<file path="config.mk">
export PLATFORM = sky130hd
export DESIGN_NAME = if_stage
export DESIGN_NICKNAME = d
export VERILOG_FILES = /design/src/rtl/if_stage.sv
export SDC_FILE = /design/constraint.sdc
export NUM_CORES = 1
export LEC_CHECK = 0
export ABC_CLOCK_PERIOD_IN_PS = 2380
export BUFFER_PORTS_ARGS = -buffer_cell sky130_fd_sc_hd__buf_2
export CAP_MARGIN = 10
export CORE_ASPECT_RATIO = 1.75
export CORE_MARGIN = 8
export CORE_UTILIZATION = 50
export CTS_CLUSTER_DIAMETER = 150
export DETAILED_ROUTE_END_ITERATION = 8
export GPL_TIMING_DRIVEN = 0
export PLACE_DENSITY = 0.87
export SYNTH_ARGS = -nofsm -noshare
export SYNTH_HDL_FRONTEND = slang
export SYNTH_SLANG_ARGS = --single-unit
export TNS_END_PERCENT = 100
</file>
<file path="constraint.sdc">
create_clock -name clk -period 2.38 [get_ports clk]
set_input_delay 0.476 -clock clk [delete_from_list [all_inputs] [get_ports clk]]
set_output_delay 0.476 -clock clk [all_outputs]
set_load 0.05 [all_outputs]
</file>
<file path="src/rtl/if_stage.sv">
// if_stage: instruction fetch with PC, IF/ID register, redirect, stall and halt control.
// Optional perf counters (fetch_cnt, stall_cnt) enabled by defining IF_STAGE_PERF_CNT_EN.
module if_stage #(
    parameter logic [31:0] RESET_PC = 32'h0000_0000,
    parameter int          ADDR_W   = 10
) (
    input  logic              clk,
    input  logic              rst_n,
    output logic [ADDR_W-1:0] imem_addr,
    input  logic [31:0]       imem_data,
    output logic              out_valid,
    input  logic              out_ready,
    output logic [31:0]       out_inst,
    output logic [31:0]       out_pc,
    output logic [31:0]       out_pc4,
    input  logic              redirect_valid,
    input  logic [31:0]       redirect_pc,
    input  logic              halt,
    input  logic              resume,
    output logic              halted,
    output logic [31:0]       fetch_cnt,
    output logic [31:0]       stall_cnt
);
    typedef enum logic [1:0] {BOOT, RUN, HALT} state_t;

    state_t      state, state_nx;
    logic [31:0] pc, pc_nx;
    logic        valid_nx, cap, fire, load;

    assign fire      = out_valid & out_ready;
    assign load      = !out_valid | out_ready;
    assign imem_addr = pc[ADDR_W+1:2];

    always_comb begin
        state_nx = state;
        pc_nx    = pc;
        valid_nx = out_valid;
        cap      = 1'b0;
        case (state)
            BOOT: state_nx = RUN;
            RUN: begin
                if (redirect_valid) begin
                    pc_nx    = redirect_pc & ~32'd3;
                    valid_nx = 1'b0;
                    if (halt) state_nx = HALT;
                end else if (halt) begin
                    state_nx = HALT;
                    if (fire) valid_nx = 1'b0;
                end else if (load) begin
                    cap      = 1'b1;
                    valid_nx = 1'b1;
                    pc_nx    = pc + 32'd4;
                end
            end
            HALT: begin
                // the held instruction drains to decode; nothing new is fetched
                if (fire) valid_nx = 1'b0;
                if (resume && !halt) state_nx = RUN;
            end
            default: state_nx = BOOT;
        endcase
    end

    always_ff @(posedge clk or negedge rst_n) begin
        if (!rst_n) begin
            state     <= BOOT;
            pc        <= RESET_PC;
            out_valid <= 1'b0;
            out_inst  <= 32'h0;
            out_pc    <= 32'h0;
            out_pc4   <= 32'h0;
            halted    <= 1'b0;
        end else begin
            state     <= state_nx;
            pc        <= pc_nx;
            out_valid <= valid_nx;
            halted    <= (state_nx == HALT);
            if (cap) begin
                out_inst <= imem_data;
                out_pc   <= pc;
                out_pc4  <= pc + 32'd4;
            end
        end
    end

`ifdef IF_STAGE_PERF_CNT_EN
    always_ff @(posedge clk or negedge rst_n) begin
        if (!rst_n) begin
            fetch_cnt <= 32'h0;
            stall_cnt <= 32'h0;
        end else begin
            if (fire) fetch_cnt <= fetch_cnt + 32'd1;
            if (out_valid && !out_ready) stall_cnt <= stall_cnt + 32'd1;
        end
    end
`else
    assign fetch_cnt = 32'h0;
    assign stall_cnt = 32'h0;
`endif
endmodule

</file>
Word-level counts from Yosys, hierarchy flattened
Cells that the tools add are included.

Register bits after elaboration: 132. Word-level logic and storage cells: 38. Output and inout bits: 172. Input bits: 70.

Muxes and demuxes: 15. Eq/ne operators: 5. Add/sub/neg operators: 1. Bitwise logic cells: 2. Reduce and logical (&&, ||, !) cells: 8.

Operators by type and width (count): 32-bit 2-to-1 mux (3); 32-bit by 3-bit adder with 32-bit output, second input constant (1); 1-bit 2-to-1 mux (8); 2-bit one-hot mux with 3 select lines (1); 2-bit == test, second input constant (2); 2-bit 2-to-1 mux (2); 4-bit != test, second input constant (1); 2-bit nonzero test (2); 3-bit AND reduction (1); 2-bit by 1-bit == test with 1-bit output, second input constant (1); 1-bit zero test (2); 2-bit zero test (1); 2-bit != test, second input constant (1); 1-bit one-hot mux with 2 select lines (1); 2-bit AND reduction (1); 1-bit bitwise AND (1); 1-bit logical AND (1); 1-bit OR (1).

Logic depth before layout (Yosys ltp)
Depth in word-level cells: 6. Gate-level depth with buffers: 9. Depth with buffers taken out: 7.

Worst setup path after synthesis
Ideal clock, no wire load.

Path type: register to register. Start: reg out_valid. End: reg out_pc4[29]. Stages on the path, launching flop included: 7. Setup time: 136 ps. Path slack: 411 ps. Path buffers: 2. Arrival time: 1833 ps. Cell sequence: dfrtp_1 > nor2b_1 > nor2_1 > nand2_1 > clkbuf_1 > clkbuf_1 > o21ai_0.

Word-level cells in the longest chain between the ends: 6.

RTL lines: from (decl) (line 11) `output logic out_valid,`; from (signal assigned) (line 76) `out_valid <= valid_nx;`; 1-bit zero test (line 31) `assign load = !out_valid | out_ready;`; 1-bit OR (line 31); 1-bit 2-to-1 mux (line 49) `end else if (load) begin`; 1-bit 2-to-1 mux (line 46) `end else if (halt) begin`; 1-bit 2-to-1 mux (line 42) `if (redirect_valid) begin`; 1-bit 2-to-1 mux (line 39) `case (state)`; to (signal assigned) (line 81) `out_pc4 <= pc + 32'd4;`; to (decl) (line 15) `output logic [31:0] out_pc4,`.

No other way between the ends. A chain may end at the register's enable or synchronous reset.

Final worst setup path
Start: reg state[1]. End: reg pc[29].

Word-level cells in the longest chain between the ends: 2.

RTL lines: from (decl) (line 26) `state_t state, state_nx;`; from (signal assigned) (line 74) `state <= state_nx;`; 2-bit by 1-bit == test with 1-bit output (line 39); 3-bit AND reduction (no line); to (signal assigned) (line 75) `pc <= pc_nx;`; to (decl) (line 27) `logic [31:0] pc, pc_nx;`.

No other way between the ends.

==> impl_metrics.json <==
{
  "layoutNonFillerInstCount": 1192,
  "critical_path.max_fanout": 10,
  "timing_hold_violations_final": 0,
  "post_synthesis_cells": 741,
  "flow.area_growth_from_synthesis_pct": 32.0,
  "via_count": 6102,
  "synth.yosys.warnings": 0,
  "crit_path_end_kind": "register",
  "dpl-instance-area_um2": 7800,
  "clk_transition_reported_paths_ps": 60,
  "crit_path_cell_chain": "inv_1, ha_4, inv_1, nor2_2, nor2_1, clkbuf_1, o311ai_1, o211ai_1",
  "netlist_top_cells_area": "sky130_fd_sc_hd__dfrtp_1 49%, sky130_fd_sc_hd__nand2_1 14%, sky130_fd_sc_hd__buf_4 9.1%",
  "synth_sequential_area_ratio_pct": 48.9,
  "drt_drc_violations_left": 0,
  "antenna_violations_before_repair": 6,
  "ant_nets": 0,
  "slowest_delay_ps": 410,
  "setup_viol_count_final": 0,
  "data_required_time_of_the_worst_path_ps": 2660,
  "cts_buffers": 17,
  "clock_insertion_delay_worst_skew_ps": 420,
  "multi_input_area_um2": 2750,
  "placed_cells": 1151,
  "cts.sink_count": 126,
  "start_util_pct": 50.4,
  "worst_hold_slack_ps": 244,
  "worst_pin_slew_ps": 636,
  "min_delay_startpoint": "imem_data[20]",
  "irDropWorstVdd_mv": 0.871,
  "timing.final.crit_period_ps": 2250,
  "grt.overflow.total": 0,
  "place_ws_ps": -280,
  "powerDensity_nw_per_um2": 1580,
  "critical_path_source_type": "register",
  "vias_per_cell": 5.12,
  "timing.setup.tns_ps": 0,
  "synth_area_um2": 6450,
  "grtUsageTotal_pct": 24.3,
  "final_min_period_over_clock_period_pct": 94.4,
  "final_design_area_no_fill_um2": 8510,
  "drt_iter0_markers": 360,
  "place_congestion": 0.925,
  "synth.lib_cells_used.distinct": 52,
  "final.setup.worst_slack_ps": 132,
  "status": "complete, no violations",
  "h-tree-depth": 4,
  "max_cap_viol_count": 0,
  "synth.avg_cell_area_um2": 8.70,
  "grt_start_max_net_pins": 97,
  "clk_root_buffer_cell": "sky130_fd_sc_hd__clkbuf_16",
  "placement.io_buffers": 171,
  "max_clock_freq_mhz": 445,
  "min_path_type": "primary input to register",
  "ys_ff_latch": 126,
  "critical_path.reg2reg.startpoint": "state[1]",
  "timing.reg2reg.setup_slack_ps": 130,
  "global_route_wire_length_before_repair_um": 31800,
  "hpwl_um": 15500,
  "cp_common_cell": "sky130_fd_sc_hd__inv_1",
  "first_global_vias": 6228,
  "report.final.slew_viol_count": 0,
  "cts_tree": "built",
  "chipWidth_um": 102,
  "layout-drive-gt1-share_pct": 32.7,
  "crit_type": "register to register",
  "hold-path-endpoint": "out_inst[20]",
  "max-clock-path-buffers": 2,
  "i_o_pins": 242,
  "die-area_um2": 16900,
  "die-height_um": 166,
  "unrepaired_setup_endpoints_after_global_routing": "false",
  "wire_per_inst_um": 17.3,
  "timing.reg2reg.worst_path_depth": 8,
  "timing.slew.headroom_pct": 57.6,
  "fin_skew_ps": 4.74,
  "postRouteWirelength_um": 20600,
  "rows": 55,
  "seq_area_um2": 3150,
  "area_share_of_the_largest_cell_type_after_synthesis_pct": 48.9,
  "crit_slowest_cell": "sky130_fd_sc_hd__dfrtp_1",
  "filler_cell_count": 1088,
  "layout.nets": 1077,
  "core_area_um2": 12800,
  "min_delay_path_depth": 3,
  "worst_ep_arrival_time_ps": 2530,
  "post-synth-top-area-cell": "sky130_fd_sc_hd__dfrtp_1",
  "firstDrtPassIters": 7,
  "leakage_nw": 4.59,
  "rr_endpoint": "pc[29]"
}
## cells by family after synthesis
group           synth area share [%]
other cells                   0.0582
xor+xnor                        3.67
mux                            0.485
compound gates                  10.9
simple gates                    22.1
buf+inv                         12.9
flops                           48.9
fa+ha+maj                      0.970
## per-stage QoR
stage	utilization, %	power [mW]
6_report	66.5	13.4
5_1_grt	66.5	14.1
4_1_cts	66.0	13.4
3_5_place_dp	61.0	10.6
3_3_place_gp	60.7	10.5
2_1_floorplan	-	8.88
## area by class of cell
cell class                      instances  area share [%]
Antenna cell                            6           0.176
Buffer                                125            9.51
Clock buffer                           19            5.32
Clock inverter                         13            1.94
Inverter                               11           0.485
Multi-Input combinational cell        546            32.3
Sequential cell                       126            37.0
Tap cell                              171            2.51
Timing Repair Buffer                  175            10.7
## state kept, by name (all words and copies together), names as in the netlist
register   cells
out_inst      32
out_pc4       30
out_pc        30
pc            30
state          2
halted         1
out_valid      1
## worst max-delay path by stage
stage / endpoint / cells past startpoint / startpoint / slack, ps
after detailed placement: out_pc[27] / 8 / state[1] / -280
after CTS: pc[20] / 6 / pc[2] / -50
final: pc[29] / 8 / state[1] / 130
after floorplan: out_pc4[29] / 6 / out_valid / 410
after global routing: out_pc4[2] / 9 / state[1] / 9
after global placement: out_inst[6] / 1 / rst_n / -800
## layer usage
layer / share of wire (%) / up-vias / global-route usage (%)
li1: - / 2843 / -
met1: 32 / 2787 / 22.7
met2: 52 / 362 / 42.4
met3: 10 / 108 / 7.89
met4: 6.5 / 2 / 17.5
met5: 0.053 / - / 0
## Yosys cell counts (all sizes together)
| cell | number |
|---|---|
| a211o | 2 |
| nor2 | 24 |
| and4 | 3 |
| nand4 | 10 |
| o211ai | 6 |
| nand2b | 1 |
| xor2 | 13 |
| nor3 | 7 |
| nand2 | 234 |
| nand3 | 21 |
| nor4 | 2 |
| a41oi | 1 |
| or4 | 3 |
| xnor2 | 14 |
| o311a | 1 |
| nor3b | 1 |
| a21o | 1 |
| ha | 5 |
| o211a | 1 |
| and2 | 3 |
| o31a | 3 |
| a2bb2oi | 1 |
| a22oi | 3 |
| a221o | 3 |
| o22ai | 3 |
| o21ai | 49 |
| o311ai | 8 |
| mux2 | 1 |
| or3 | 2 |
| nor2b | 2 |
| conb | 1 |
| a31oi | 5 |
| a21oi | 25 |
| dfrtp | 126 |
| clkbuf | 32 |
| mux2i | 2 |
| and3 | 15 |
| inv | 11 |
| a31o | 1 |
| o21a | 1 |
| buf | 93 |
| a221oi | 1 |
## power by group
group,switching [mW],internal [mW],leakage (nW)
Sequential,0.676,3.14,1.55
Combinational,5.22,1.70,2.73
Clock,0.986,1.70,0.303
Total,6.88,6.54,4.59
## critical path, delay by kind of cell, from the launching register on
family / cells / cell delay [ps]
compound gates: 2 / 510
simple gates: 2 / 420
buf+inv: 3 / 540
fa+ha+maj: 1 / 220
flops: 1 / 410
## cell usage in the layout (no fill, tap or decap), drive strengths merged, types with 2 or more instances in the layout
cell,synthesis,layout
a211o,2,2
buf,93,268
o311ai,8,8
o22ai,3,3
nor2b,2,2
clkbuf,32,50
nand4,10,10
a21oi,25,25
and2,3,3
nand3,21,21
nor3,7,7
diode,0,6
o21ai,49,49
o31a,3,3
or3,2,2
nand2,234,234
conb,1,68
xor2,13,13
dfrtp,126,126
clkinv,0,9
bufinv,0,3
inv,11,11
xnor2,14,14
mux2i,2,2
and4,3,3
a22oi,3,3
nor4,2,2
ha,5,5
a31oi,5,5
nor2,24,24
o211ai,6,6
and3,15,15
a221o,3,3
or4,3,3
## timing repair
action	CTS	global route
pin swaps	0	1
hold buffers	1	0
endpoints found under the setup margin	107	97
endpoints found under the hold margin	30	0
resized for setup	8	29
buffers inserted	0	2
No activity file was read; power rests on OpenSTA's default activity.
